$ cat src/rtl/div_fra.sv
// Sequential unsigned fixed-point divider: Q = (A << WIDT_F) / B, restoring, one bit per clock.
// Optional round-to-nearest of the quotient is enabled by defining DIV_FRA_ROUND_EN.
module div_fra #(
   parameter int WIDT_A = 8,
   parameter int WIDT_B = 8,
   parameter int WIDT_F = 8,
   localparam int QW = WIDT_A + WIDT_F
) (
   input  logic              CLK,
   input  logic              RST,
   input  logic              START,
   input  logic [WIDT_A-1:0] A,
   input  logic [WIDT_B-1:0] B,
   output logic              BUSY,
   output logic              DONE,
   output logic [QW-1:0]     Q,
   output logic [WIDT_B-1:0] R,
   output logic              DIV0
);

   localparam int CW = (QW > 1) ? $clog2(QW) : 1;

   typedef enum logic [1:0] {IDLE, CALC, FIN} state_t;

   state_t            state, state_nxt;
   logic [WIDT_A-1:0] a_reg;
   logic [WIDT_B-1:0] b_reg;
   logic              b_zero;
   logic [QW-1:0]     dreg;
   logic [QW-1:0]     qreg;
   logic [CW-1:0]     cnt;
   // The partial remainder always stays below B, so its extra top bit is never stored.
   logic [WIDT_B-1:0] preg;
   logic [WIDT_B:0]   trial;
   logic [WIDT_B:0]   diff;
   logic              fits;
   logic [QW-1:0]     q_final;

   assign trial = {preg, dreg[QW-1]};
   assign diff  = trial - {1'b0, b_reg};
   assign fits  = (trial >= {1'b0, b_reg});

`ifdef DIV_FRA_ROUND_EN
   always_comb begin
      q_final = qreg;
      if (({preg, 1'b0} >= {1'b0, b_reg}) && (qreg != {QW{1'b1}}))
         q_final = qreg + QW'(1);
   end
`else
   assign q_final = qreg;
`endif

   always_ff @(posedge CLK or posedge RST) begin
      if (RST)
         state <= IDLE;
      else
         state <= state_nxt;
   end

   always_comb begin
      state_nxt = state;
      case (state)
         IDLE: if (START) state_nxt = (B == '0) ? FIN : CALC;
         CALC: if (cnt == '0) state_nxt = FIN;
         FIN:  state_nxt = IDLE;
         default: state_nxt = IDLE;
      endcase
   end

   always_ff @(posedge CLK or posedge RST) begin
      if (RST) begin
         a_reg  <= '0;
         b_reg  <= '0;
         b_zero <= 1'b0;
         dreg   <= '0;
         qreg   <= '0;
         preg   <= '0;
         cnt    <= '0;
         DONE   <= 1'b0;
         Q      <= '0;
         R      <= '0;
         DIV0   <= 1'b0;
      end else begin
         DONE <= 1'b0;
         case (state)
            IDLE: begin
               if (START) begin
                  a_reg  <= A;
                  b_reg  <= B;
                  b_zero <= (B == '0);
                  dreg   <= {A, {WIDT_F{1'b0}}};
                  qreg   <= '0;
                  preg   <= '0;
                  cnt    <= CW'(QW - 1);
                  DIV0   <= 1'b0;
               end
            end
            CALC: begin
               dreg <= dreg << 1;
               qreg <= {qreg[QW-2:0], fits};
               preg <= fits ? diff[WIDT_B-1:0] : trial[WIDT_B-1:0];
               if (cnt != '0)
                  cnt <= cnt - 1'b1;
            end
            FIN: begin
               DONE <= 1'b1;
               if (b_zero) begin
                  Q    <= {QW{1'b1}};
                  R    <= WIDT_B'(a_reg);
                  DIV0 <= 1'b1;
               end else begin
                  Q <= q_final;
                  R <= preg;
               end
            end
            default: ;
         endcase
      end
   end

   // DONE is registered on the way out of FIN, so BUSY stretches over that pulse too.
   assign BUSY = (state != IDLE) | DONE;

endmodule

$ cat config.mk
export PLATFORM = sky130hd
export DESIGN_NAME = div_fra
export DESIGN_NICKNAME = d
export VERILOG_FILES = /design/src/rtl/div_fra.sv
export SDC_FILE = /design/constraint.sdc
export NUM_CORES = 1
export LEC_CHECK = 0
export CAP_MARGIN = 25
export CORE_MARGIN = 2
export CORE_UTILIZATION = 28
export CTS_CLUSTER_DIAMETER = 50
export DETAILED_ROUTE_END_ITERATION = 16
export HOLD_SLACK_MARGIN = 0.02
export PLACE_DENSITY_LB_ADDON = 0.08
export SLEW_MARGIN = 15
export SYNTH_ARGS = -nofsm -noshare
export SYNTH_HDL_FRONTEND = slang
export SYNTH_SLANG_ARGS = --single-unit
$ cat constraint.sdc
create_clock -name CLK -period 2.6 [get_ports CLK]
set_clock_uncertainty 0.05 [all_clocks]
set_input_delay 0.52 -clock CLK [delete_from_list [all_inputs] [get_ports CLK]]
set_output_delay 0.52 -clock CLK [all_outputs]
set_load 0.05 [all_outputs]
### Yosys cells after proc, flatten, opt, wreduce, memory -nomap -nowiden

Cells that the tools add are included.

| storage, ports and cells | value |
|---|---|
| logic and storage cells | 54 |
| input port bits | 19 |
| register bits | 89 |
| output and inout bits | 27 |

| cells by class | value |
|---|---|
| equal/unequal tests | 6 |
| bitwise gates (word level) | 1 |
| reduce and logical (&&, ||, !) cells | 12 |
| $lt $le $gt $ge | 1 |
| add/sub/neg operators | 2 |
| mux-type cells | 20 |

Operators by type and width:

| operator | number |
|---|---|
| $pmux 16 s2 | 2 |
| $mux 16 | 3 |
| $mux 8 | 3 |
| $pmux 8 s2 | 1 |
| $ge 9x8->1 | 1 |
| $logic_not 8->1 | 1 |
| $mux 4 | 2 |
| $ne 2x2->1 const B | 4 |
| $pmux 4 s2 | 1 |
| $sub 8x8->8 | 1 |
| $mux 2 | 3 |
| $reduce_and 2->1 | 3 |
| $reduce_and 3->1 | 2 |
| $reduce_bool 2->1 | 3 |
| $logic_not 4->1 | 1 |
| $pmux 2 s2 | 1 |
| $reduce_bool 4->1 | 1 |
| $sub 4x1->4 const B | 1 |
| $mux 1 | 3 |
| $eq 2x1->1 const B | 1 |
| $eq 2x2->1 const B | 1 |
| $logic_not 2->1 | 1 |
| $pmux 1 s2 | 1 |
| $or 1x1->1 | 1 |

### Longest topological paths before layout

| depth | value |
|---|---|
| depth in word-level cells | 4 |
| mapped depth | 9 |
| depth with buffers taken out | 8 |

### Worst setup path before layout

OpenSTA, ideal clock, no wires.

| timing path | value |
|---|---|
| path kind | reg2reg |
| from | reg preg[3] |
| to | reg preg[0] |
| stages on the path, launching flop included | 8 |
| library setup time | 0.074 ns |
| path slack | 0.746 ns |
| period minus slack after synthesis | 1.854 ns |
| data arrival time | 1.729 ns |
| buffers on the path | 1 |
| required time | 2.476 ns |
| cell sequence | dfrtp_1 ha_1 a21oi_4 o221ai_2 a21o_1 buf_6 mux2_4 o21ai_2 |

| on the way | value |
|---|---|
| word-level cells in the longest chain between the ends | 3 |

RTL lines:

| what | line | RTL |
|---|---|---|
| from (decl) | 33 | `logic [WIDT_B-1:0] preg;` |
| from (signal assigned) | 101 | `preg <= fits ? diff[WIDT_B-1:0] : trial[WIDT_B-1:0];` |
| $ge 9x8->1 | 41 | `assign fits = (trial >= {1'b0, b_reg});` |
| $mux 8 | 101 |  |
| $pmux 8 s2 | 85 | `case (state)` |

No other way between the ends.
A chain may end at the register's enable or synchronous reset.

### Worst setup path in the final report

| timing path | value |
|---|---|
| from | reg state[1] |
| to | out BUSY |

| on the way | value |
|---|---|
| word-level cells in the longest chain between the ends | 2 |

RTL lines:

| what | line | RTL |
|---|---|---|
| from (decl) | 25 | `state_t state, state_nxt;` |
| from (signal assigned) | 57 | `state <= state_nxt;` |
| $reduce_bool 2->1 | 122 | `assign BUSY = (state != IDLE) \| DONE;` |
| $or 1x1->1 | 122 |  |
| to (decl) | 14 | `output logic BUSY,` |

No other way between the ends.

==> flow_summary.yaml <==
status:
  status: "finished clean"
timing:
  fmax_mhz: 403
  maxSlewHeadroom: 0.620
  drv_slew: 0
  fin_crit_ps: 2480
  setup_ws_ps: 116
  final.setup.tns_ps: 0
  worstMarginPinSlew_ps: 570
  hold_violations: 0
  rsz0062_at_grt: "no"
  whs_ps: 412
  min_period_over_period: 0.956
  setup_viol: 0
placed_design:
  port_buffers: 45
  dp_hpwl_um: 6130
  place.gp.congestion: 0.762
  dpl-instance-area_mm2: 0.00443
  dpl_worst_slack_ps: 473
critical_path:
  rr_worst_depth: 6
  endpoint: "BUSY"
  cp-start-kind: "flip-flop"
  cp.arrival_ps: 1910
  reg2reg_setup_slack_ps: 490
  cp_cell_sequence: "or3_1, clkdlybuf4s50_1"
  setup.worst_path.start: "state[1]"
  rr_endpoint: "preg[1]"
  path_class: "flip-flop to primary output"
  crit_path_max_fanout: 6
  critical_path_required_ps: 2030
  rr_startpoint: "preg[4]"
  cpPeakStageDelay_ps: 720
  cp_slowest_cell: "clkdlybuf4s50_1"
  worstSetupEndpointType: "primary output"
yosys:
  synth_edf_count: 0
  syn_avg_cell_area_um2: 9.09
  ys.warnings.count: 0
  ys_types: 41
  ys_seq_elements: 81
  synthCells: 413
  syn-cell-area_mm2: 0.00375
  synth_top_flop_cell: "dfrtp_1"
  synthArstFlopShare: 1.00
  yosysSeqAreaShare: 0.540
  syn-num-nets: 442
cells_and_area:
  syn_to_final_growth_pct: 25.9
  n_antenna_cell: 0
  final_common_cell: "nand2_1"
  nets: 487
  drive_gt1_frac: 0.0801
  fin_area_mm2: 0.00473
  layout_common_cells: "nand2_1, dfrtp_1, o21ai_0, clkdlybuf4s50_1, nand3_1"
global_routing:
  antenna_found_initial: 0
  grt_overflow: 0
  grt_start_max_net_pins: 82
  grt_pass1_vias: 2943
  grt_pass1_wl_um: 15000
  grt_usage: 0.134
routing:
  detail-route-antenna-nets: 0
  first_pass_iters: 4
  route.detailed.drc: 0
  via_per_inst: 4.49
  vias: 2864
  routed_wl_um: 8780
  drtIter0Drc: 161
  post_drt_wl_per_cell_um: 13.8
clock_tree:
  cts_resized: 0
  postCtsSetupBuffers: 0
  cts_buffers: 9
  cts_hold_buf: 0
  htreeDepth: 3
  clkSinkCount: 81
  clk_latency_ps: 340
  root_buffer: "clkbuf_16"
  cts_tree: "done"
  path_clk_slew_ps: 60
  clockBufferDepth: 2
floorplan:
  dieArea_mm2: 0.0143
  fp.dieW_um: 120
  start_util: 0.285
  dieHeight_um: 120
  design.core.area_mm2: 0.0132
  io_pins: 46
  core.rowCount: 42
power:
  p_per_area_mw_per_mm2: 1370
  ir_drop_v: 0.000436
  total_power_w: 0.00647
  power_leakage_nw: 2.17
run:
  max-cap-violations: 0
hold_path:
  holdCritPathClass: "flip-flop to flip-flop"
  min-delay-start: "Q[3]"
==> cell families after synthesis <==
group / count (synthesis) / share of synthesized area
buf+inv: 38 / 0.0417
fa+ha+maj: 10 / 0.0353
compound gates: 83 / 0.126
mux: 14 / 0.0390
simple gates: 182 / 0.206
xor+xnor: 5 / 0.0117
flops: 81 / 0.540
==> critical path: cells and delay by family, from the launching register on <==
family,cells,cell delay (ps)
DFF,1,460
buffers and inverters,1,720
and+or+nand+nor,1,400
==> synth_stat cells, types with 2 or more instances <==
| cell | number | share of area |
|---|---|---|
| buf_2 | 4 | 0.0053 |
| ha_1 | 9 | 0.030 |
| nor2b_1 | 2 | 0.0033 |
| a21oi_1 | 5 | 0.0067 |
| mux2i_1 | 12 | 0.032 |
| or4_1 | 2 | 0.0040 |
| xnor2_1 | 3 | 0.0070 |
| o21ai_0 | 64 | 0.085 |
| inv_1 | 16 | 0.016 |
| o211ai_1 | 3 | 0.0060 |
| dfrtp_1 | 81 | 0.54 |
| nand3_1 | 17 | 0.023 |
| clkbuf_1 | 16 | 0.016 |
| xor2_1 | 2 | 0.0047 |
| nand2b_1 | 3 | 0.0050 |
| nand2_1 | 137 | 0.14 |
| or3_1 | 2 | 0.0033 |
| nor2_1 | 12 | 0.012 |
==> stage by stage <==
stage | instances | util
6_report | 638 | 0.358
5_1_grt | 638 | 0.358
4_1_cts | 638 | 0.358
3_5_place_dp | 623 | 0.336
3_3_place_gp | 623 | 0.336
2_1_floorplan | 413 | -
==> layer usage <==
layer  vias to the layer above  track usage  share of wire
met3                         9       0.0437          0.030
met5                         -            0              0
met1                      1361        0.165           0.47
li1                       1458            -              -
met2                        36        0.227           0.49
met4                         0       0.0353          0.013
==> worst min path at each step <==
| stage | depth (start not counted) | endpoint |
|---|---|---|
| detailed placement | 2 | Q[11] |
| CTS | 2 | Q[11] |
| finish | 2 | Q[3] |
| global route | 2 | Q[15] |
| global placement | 2 | Q[5] |
| floorplan | 2 | a_reg[7] |
==> final cells by class <==
cell class                 instances  area (µm²)
clock inverter                     2        37.5
inverter                          16        63.8
sequential                        81        2030
clock buffer                      13         260
tap                              176         220
multi-input combinational        294        1570
timing repair buffer              56         546
fill                            1369        8460
==> power by group <==
part | internal, W | switching (W)
Sequential | 0.00178 | 0.000340
Clock | 0.000792 | 0.000490
Combinational | 0.00120 | 0.00187
Total | 0.00377 | 0.00270
Power figures use the tool's default switching activity.
